## config.mk

```make
export PLATFORM = sky130hd
export DESIGN_NAME = pwm_capture
export DESIGN_NICKNAME = d
export VERILOG_FILES = /design/src/rtl/pwm_capture.sv
export SDC_FILE = /design/constraint.sdc
export NUM_CORES = 1
export LEC_CHECK = 0
export BUFFER_PORTS_ARGS = -buffer_cell sky130_fd_sc_hd__buf_2
export CAP_MARGIN = 20
export CORE_MARGIN = 4
export CORE_UTILIZATION = 40
export DETAILED_ROUTE_END_ITERATION = 10
export PLACE_DENSITY = 0.65
export SLEW_MARGIN = 40
export SYNTH_ARGS = -nofsm -noshare
export SYNTH_HDL_FRONTEND = slang
export SYNTH_SLANG_ARGS = --single-unit
export TNS_END_PERCENT = 1
```

## constraint.sdc

```tcl
create_clock -name clk -period 2.6 [get_ports clk]
set_clock_uncertainty 0.2 [all_clocks]
set_input_delay 0.26 -clock clk [delete_from_list [all_inputs] [get_ports clk]]
set_output_delay 0.26 -clock clk [all_outputs]
set_load 0.02 [all_outputs]
```

## src/rtl/pwm_capture.sv

```systemverilog
`default_nettype none
// ============================================================================
// Module   : pwm_capture
// Purpose  : Decimates a 1-bit PDM/PWM stream into PCM samples (ones count per
//            WIN-cycle window) and queues them in a show-ahead valid/ready FIFO.
// Options  : PWM_CAPTURE_SIGNED_EN - samples become (ones - WIN/2), sign-extended.
// Revision : 1.0 - initial release
// ============================================================================
module pwm_capture #(
    parameter int WIN   = 256,
    parameter int CW    = 9,
    parameter int DW    = 16,
    parameter int DEPTH = 8
) (
    input  logic                       clk,
    input  logic                       rstn,
    input  logic                       en,
    input  logic                       pdm_in,
    output logic [DW-1:0]              sample_o,
    output logic                       valid_o,
    input  logic                       ready_i,
    output logic                       overflow_o,
    output logic [$clog2(DEPTH):0]     level_o
);

    localparam int c_ww = $clog2(WIN);
    localparam int c_aw = $clog2(DEPTH);
    localparam int c_lw = c_aw + 1;

    localparam logic [1:0] c_st_idle   = 2'd0;
    localparam logic [1:0] c_st_settle = 2'd1;
    localparam logic [1:0] c_st_run    = 2'd2;

    logic              r_sync1;
    logic              r_sync2;
    logic [1:0]        r_state;
    logic [c_ww-1:0]   r_win_cnt;
    logic [CW-1:0]     r_ones;

    logic              w_win_end;
    logic              w_start;
    logic              w_push;
    logic [CW-1:0]     w_total;
    logic [DW-1:0]     w_sample;

    assign w_win_end = (r_win_cnt == c_ww'(WIN - 1));
    assign w_start   = (r_state == c_st_idle) && en;
    assign w_push    = (r_state == c_st_run) && en && w_win_end;
    // The bit seen on the closing cycle of the window is part of that window.
    assign w_total   = r_ones + CW'(r_sync2);

`ifdef PWM_CAPTURE_SIGNED_EN
    logic [CW-1:0] w_diff;
    assign w_diff   = w_total - CW'(WIN / 2);
    assign w_sample = DW'($signed(w_diff));
`else
    assign w_sample = DW'(w_total);
`endif

    always_ff @(posedge clk or negedge rstn) begin
        if (!rstn) begin
            r_sync1   <= 1'b0;
            r_sync2   <= 1'b0;
            r_state   <= c_st_idle;
            r_win_cnt <= '0;
            r_ones    <= '0;
        end else begin
            r_sync1 <= pdm_in;
            r_sync2 <= r_sync1;
            case (r_state)
                c_st_idle: begin
                    r_win_cnt <= '0;
                    r_ones    <= '0;
                    if (en) r_state <= c_st_settle;
                end
                c_st_settle: begin
                    if (!en) begin
                        r_state   <= c_st_idle;
                        r_win_cnt <= '0;
                    end else if (w_win_end) begin
                        r_state   <= c_st_run;
                        r_win_cnt <= '0;
                    end else begin
                        r_win_cnt <= r_win_cnt + c_ww'(1);
                    end
                    r_ones <= '0;
                end
                c_st_run: begin
                    if (!en) begin
                        r_state   <= c_st_idle;
                        r_win_cnt <= '0;
                        r_ones    <= '0;
                    end else if (w_win_end) begin
                        r_win_cnt <= '0;
                        r_ones    <= '0;
                    end else begin
                        r_win_cnt <= r_win_cnt + c_ww'(1);
                        r_ones    <= w_total;
                    end
                end
                default: begin
                    r_state   <= c_st_idle;
                    r_win_cnt <= '0;
                    r_ones    <= '0;
                end
            endcase
        end
    end

    logic [DW-1:0]     r_mem [DEPTH];
    logic [c_aw-1:0]   r_wr_ptr;
    logic [c_aw-1:0]   r_rd_ptr;
    logic [c_lw-1:0]   r_level;
    logic [DW-1:0]     r_sample;
    logic              r_valid;
    logic              r_overflow;

    logic              w_pop;
    logic              w_full;
    logic              w_wr;
    logic              w_drop;
    logic [c_aw-1:0]   w_rd_ptr_nxt;
    logic [c_lw-1:0]   w_held;

    assign w_pop        = r_valid & ready_i;
    assign w_full       = (r_level == c_lw'(DEPTH));
    assign w_wr         = w_push & (~w_full | w_pop);
    assign w_drop       = w_push & w_full & ~w_pop;
    assign w_rd_ptr_nxt = r_rd_ptr + c_aw'(w_pop);
    // Entries already in memory after this edge's pop; a push this edge
    // only becomes visible at the head one cycle later.
    assign w_held       = r_level - c_lw'(w_pop);

    always_ff @(posedge clk) begin
        if (w_wr) r_mem[r_wr_ptr] <= w_sample;
    end

    always_ff @(posedge clk or negedge rstn) begin
        if (!rstn) begin
            r_wr_ptr   <= '0;
            r_rd_ptr   <= '0;
            r_level    <= '0;
            r_sample   <= '0;
            r_valid    <= 1'b0;
            r_overflow <= 1'b0;
        end else begin
            r_wr_ptr <= r_wr_ptr + c_aw'(w_wr);
            r_rd_ptr <= w_rd_ptr_nxt;
            r_level  <= r_level + c_lw'(w_wr) - c_lw'(w_pop);
            r_valid  <= (w_held != '0);
            if (w_held != '0) r_sample <= r_mem[w_rd_ptr_nxt];
            if (w_start)     r_overflow <= 1'b0;
            else if (w_drop) r_overflow <= 1'b1;
        end
    end

    assign sample_o   = r_sample;
    assign valid_o    = r_valid;
    assign overflow_o = r_overflow;
    assign level_o    = r_level;

endmodule
`default_nettype wire
```

==> results.md <==
| Stage | Item | This run |
| --- | --- | --- |
| run status | Status | completed |
| timing | Final setup TNS | 0 ps |
| synth | Syn. warnings | 0 |
| worst hold path | Type of the most critical hold path | reg2reg |
| die | Core box area | 12060 sq um |
| drt | Via density per instance | 5.022 |
| synth | Top FF cell, synth | edfxtp_1 |
| worst hold path | Hold depth | 0 |
| die | Starting density of the core | 40.86% |
| drt | Router iterations before antenna repair | 4 |
| pwr | Proportion of power drawn by flip-flops and latches | 31.4% |
| grt | Leftover overflow at the end of global routing | 0 |
| grt | Total GRT Usage | 13.73% |
| flow run | Total of max-cap violations | 0 |
| pwr | Clock Power Share | 34.5% |
| drt | Iter 0 DRT Violations | 212 |
| die | Floorplan row count | 40 |
| drt | Number of remaining DRC errors | 0 |
| synth | Distinct cell type count of the synthesized netlist | 40 |
| synth | Number of flops mapped to enable cells by yosys | 72 |
| timing | Fmax | 0.3973 GHz |
| pwr | Leakage power total | 0.002590 uW |
| worst hold path | Hold Startpoint | r_sync1$_DFF_PN0_ |
| clock network | CTS clk-pin slew, worst paths | 50 ps |
| layout | Synth-to-Final Area Change | 23.58% |
| pwr | Part of the power in combinational logic | 34.0% |
| timing | Minimum clock period | 2517 ps |
| layout | Fill cell instance count of the final layout | 1012 |
| clock network | Clock H-tree levels | 4 |
| place | IO buf count | 19 |
| grt | Vias in the first global route | 2895 |
| clock network | Clock root cell | clkbuf_16 |
| die | Die Outline Area | 14160 sq um |
| worst setup path | Element type at the critical path end | register |
| pwr | P per Cell Area | 1136 nW/um^2 |
| pwr | Int Pwr | 4779 uW |
| worst setup path | Worst r2r dst | sample_o[0]$_DFFE_PN0P_ |
| die | Top-level port count | 27 |
| synth | FFs w/ async S/R, synth | 36.84% |
| drt | WL final | 9.271 mm |
| pwr | Net switching power figure | 2140 uW |
| clock network | Max Root-Sink Buffers | 2 |
| synth | Avg Synthesized Cell Area | 14.04 sq um |
| place | Cell Area, Placed | 5323 sq um |
| timing | Max Slew Vio Count | 0 |
| clock network | Clock tree from TritonCTS | done |
| worst setup path | CP arrival | 2600 ps |
| worst setup path | Kind of critical path | reg2reg |
| layout | Non-Filler Cell Area, Final | 6091 sq um |
| timing | Finish-stage setup viols | 0 |
| die | Horizontal die dimension | 119 microns |
| grt | Global-route wire length before repair | 15.04 mm |
| clock network | Clock sinks | 114 |
| grt | Largest net degree at the start of global routing | 43 |
| worst setup path | Worst setup SP type | register |
| place | Number of cells after detailed placement | 544 |
| pwr | Switching Fraction | 30.93% |
| layout | # nets final | 422 |
| worst setup path | Crit-path max FO | 19 |
| layout | Final Instance Count excl. Fillers | 580 |
| synth | Number of synthesized register bits | 114 |
| drt | DRT antenna net count | 0 |
| grt | Number of antenna violations at the first check in global routing | 0 |
| worst hold path | Worst Hold End | r_sync2$_DFF_PN0_ |
| drt | Number of vias after detailed routing | 2913 |
| layout | Number of inserted diodes | 0 |
| worst setup path | Cell count of the worst reg-to-reg path | 8 |
| timing | Number of hold violations in the final report | 0 |
| timing | Final period utilization | 96.80% |
| worst setup path | Launch point of the worst reg-to-reg path | valid_o$_DFF_PN0_ |
| clock network | Inserted Clock Buffers | 17 |
| die | Overall die height | 119 microns |
| synth | Cell Area, Synth | 4928 sq um |
| timing | Unrepaired setup endpoints after global routing | true |
| worst setup path | Worst reg-to-reg setup slack | 80 ps |
| timing | Least-Margin Pin Slew | 724.2 ps |
| clock network | Worst-Skew Late Latency | 400 ps |
| pwr | Max rail drop VDD | 0.5025 mV |
| synth | Post-synthesis cell count | 351 |
| synth | Share of synthesized area occupied by flip-flops and latches | 65.19% |
| place | HPWL Detailed | 5.837 mm |
| place | Final weighted congestion in routability-driven placement | 0.7414 |
| timing | Max transition margin | 51.37% |
| worst setup path | Required time of the critical path | 2680 ps |
| layout | Fraction of final layout cells sized beyond drive strength 1 | 25.49% |
| drt | Average detailed-routed wire length per instance | 15.98 microns |
==> critical path: stages (launching register included) <==
cell,delay [ps]
dfrtp_1,380
and2_1,210
ha_1,230
ha_4,170
xnor2_2,170
inv_2,190
a2111oi_1,430
nor4_1,140
mux2_2,280
==> per-layer routing <==
| layer | wire length, microns | part of all wire [%] | global-route usage, % | up-vias |
|---|---|---|---|---|
| li1 | - | - | - | 1388 |
| met4 | 139 | 1.5 | 6.517 | 0 |
| met5 | 0 | 0 | 0 | - |
| met2 | 4448 | 48 | 20.42 | 59 |
| met1 | 4315 | 47 | 18.83 | 1456 |
| met3 | 367 | 4.0 | 3.466 | 10 |
==> worst max-delay path by stage <==
stage                         startpoint                       to  slack (ps)
global route           valid_o$_DFF_PN0_  sample_o[8]$_DFFE_PN0P_         -10
floorplan           level_o[2]$_DFF_PN0_    r_mem[4][0]$_DFFE_PP_         -40
global placement       valid_o$_DFF_PN0_  sample_o[8]$_DFFE_PN0P_          80
finish                 valid_o$_DFF_PN0_  sample_o[0]$_DFFE_PN0P_          80
CTS                    valid_o$_DFF_PN0_  sample_o[1]$_DFFE_PN0P_          20
detailed placement     valid_o$_DFF_PN0_  sample_o[4]$_DFFE_PN0P_         -40
==> power by group through the flow <==
stage | sequential (uW) | clock [uW] | combinational, uW
after detailed placement | 2210 | 0 | 2040
after global placement | 2200 | 0 | 1980
final | 2170 | 2390 | 2350
after global routing | 2190 | 2530 | 2540
after floorplan | 2320 | 0 | 1360
after CTS | 2170 | 2430 | 2070
==> layout by cell type (no fill, tap or decap), types with 2 or more instances in the layout <==
master	n
clkinv_2	6
clkbuf_8	2
nor3_1	4
bufinv_16	4
nand3_1	9
ha_1	15
edfxtp_1	72
buf_4	17
a2111oi_2	7
buf_12	2
dlygate4sd3_1	3
a21oi_1	2
nor4_1	7
and3_1	19
conb_1	7
nand2_1	13
a2111oi_0	5
mux2_2	9
and2_1	2
mux2i_1	18
nor3_2	2
nor2_1	21
dfrtp_1	42
xor2_1	9
inv_1	12
a2111oi_1	6
clkbuf_16	18
xnor2_1	7
buf_2	18
nor2b_1	25
nor4_2	4
==> cell families after synthesis <==
group,after synthesis,synth area share [%]
AO/OA/AOI/OAI,27,4.570
XOR/XNOR,17,3.174
adder cells (fa/ha/maj),18,4.722
buffers and inverters,32,3.249
flip-flops,114,65.19
multiplexers,28,5.915
other,1,0.07609
AND/OR/NAND/NOR,114,13.10
==> Yosys cell counts, types with 2 or more instances <==
cell       count  area, sq um
a2111oi_0     18        157.7
a21oi_1        3        15.01
and2_1         2        12.51
and3_1        19        118.9
buf_2          5        25.02
buf_4          9        67.56
clkbuf_1       5        18.77
dfrtp_1       42         1051
edfxtp_1      72         2162
ha_1          17        212.7
inv_1         12        45.04
mux2_2         9        101.4
mux2i_1       19        190.2
nand2_1       13        48.80
nand3_1        9        45.04
nor2_1        21        78.83
nor2b_1       25        156.4
nor3_1         5        25.02
nor4_1         9        56.30
nor4_2         2        25.02
or3_1          2        12.51
xnor2_1        7        61.31
xor2_1         9        78.83
==> sequential cells by signal, summed over array words and instances, names as in the netlist <==
signal	flops
sample_o	9
valid_o	1
r_wr_ptr	3
overflow_o	1
r_ones	9
r_rd_ptr	3
level_o	4
r_mem	72
r_state	2
r_sync1	1
r_sync2	1
r_win_cnt	8
==> what timing repair did <==
item / 4_1_cts / 5_1_grt
cloned: 0 / 1
endpoints found under the hold margin: 44 / 0
pin swaps: 0 / 0
resized for setup: 2 / 27
hold buffers: 3 / 0
setup buffers: 0 / 0
endpoints found under the setup margin: 2 / 12
==> final cells by class <==
type | instances | area [sq um] | area share (%)
Inverter | 13 | 48.80 | 0.8012
Sequential cell | 114 | 3213 | 52.75
Timing Repair Buffer | 42 | 324.1 | 5.320
Multi-Input combinational cell | 211 | 1677 | 27.53
Tap cell | 168 | 210.2 | 3.451
Clock buffer | 20 | 456.7 | 7.498
Clock inverter | 12 | 161.4 | 2.650
==> metrics by stage <==
stage | worst slack (ps) | util, % | hold WS (ps) | power (uW)
2_1_floorplan | -42.85 | - | -235.6 | 3679
3_3_place_gp | 80.01 | 44.11 | 135.2 | 4172
3_5_place_dp | -41.47 | 44.13 | 96.77 | 4250
4_1_cts | 18.41 | 49.52 | 137.0 | 6674
5_1_grt | -12.21 | 50.50 | 163.6 | 7254
6_report | 83.14 | 50.50 | 150.8 | 6919
Note: power is estimated with default switching activity, not from simulation.
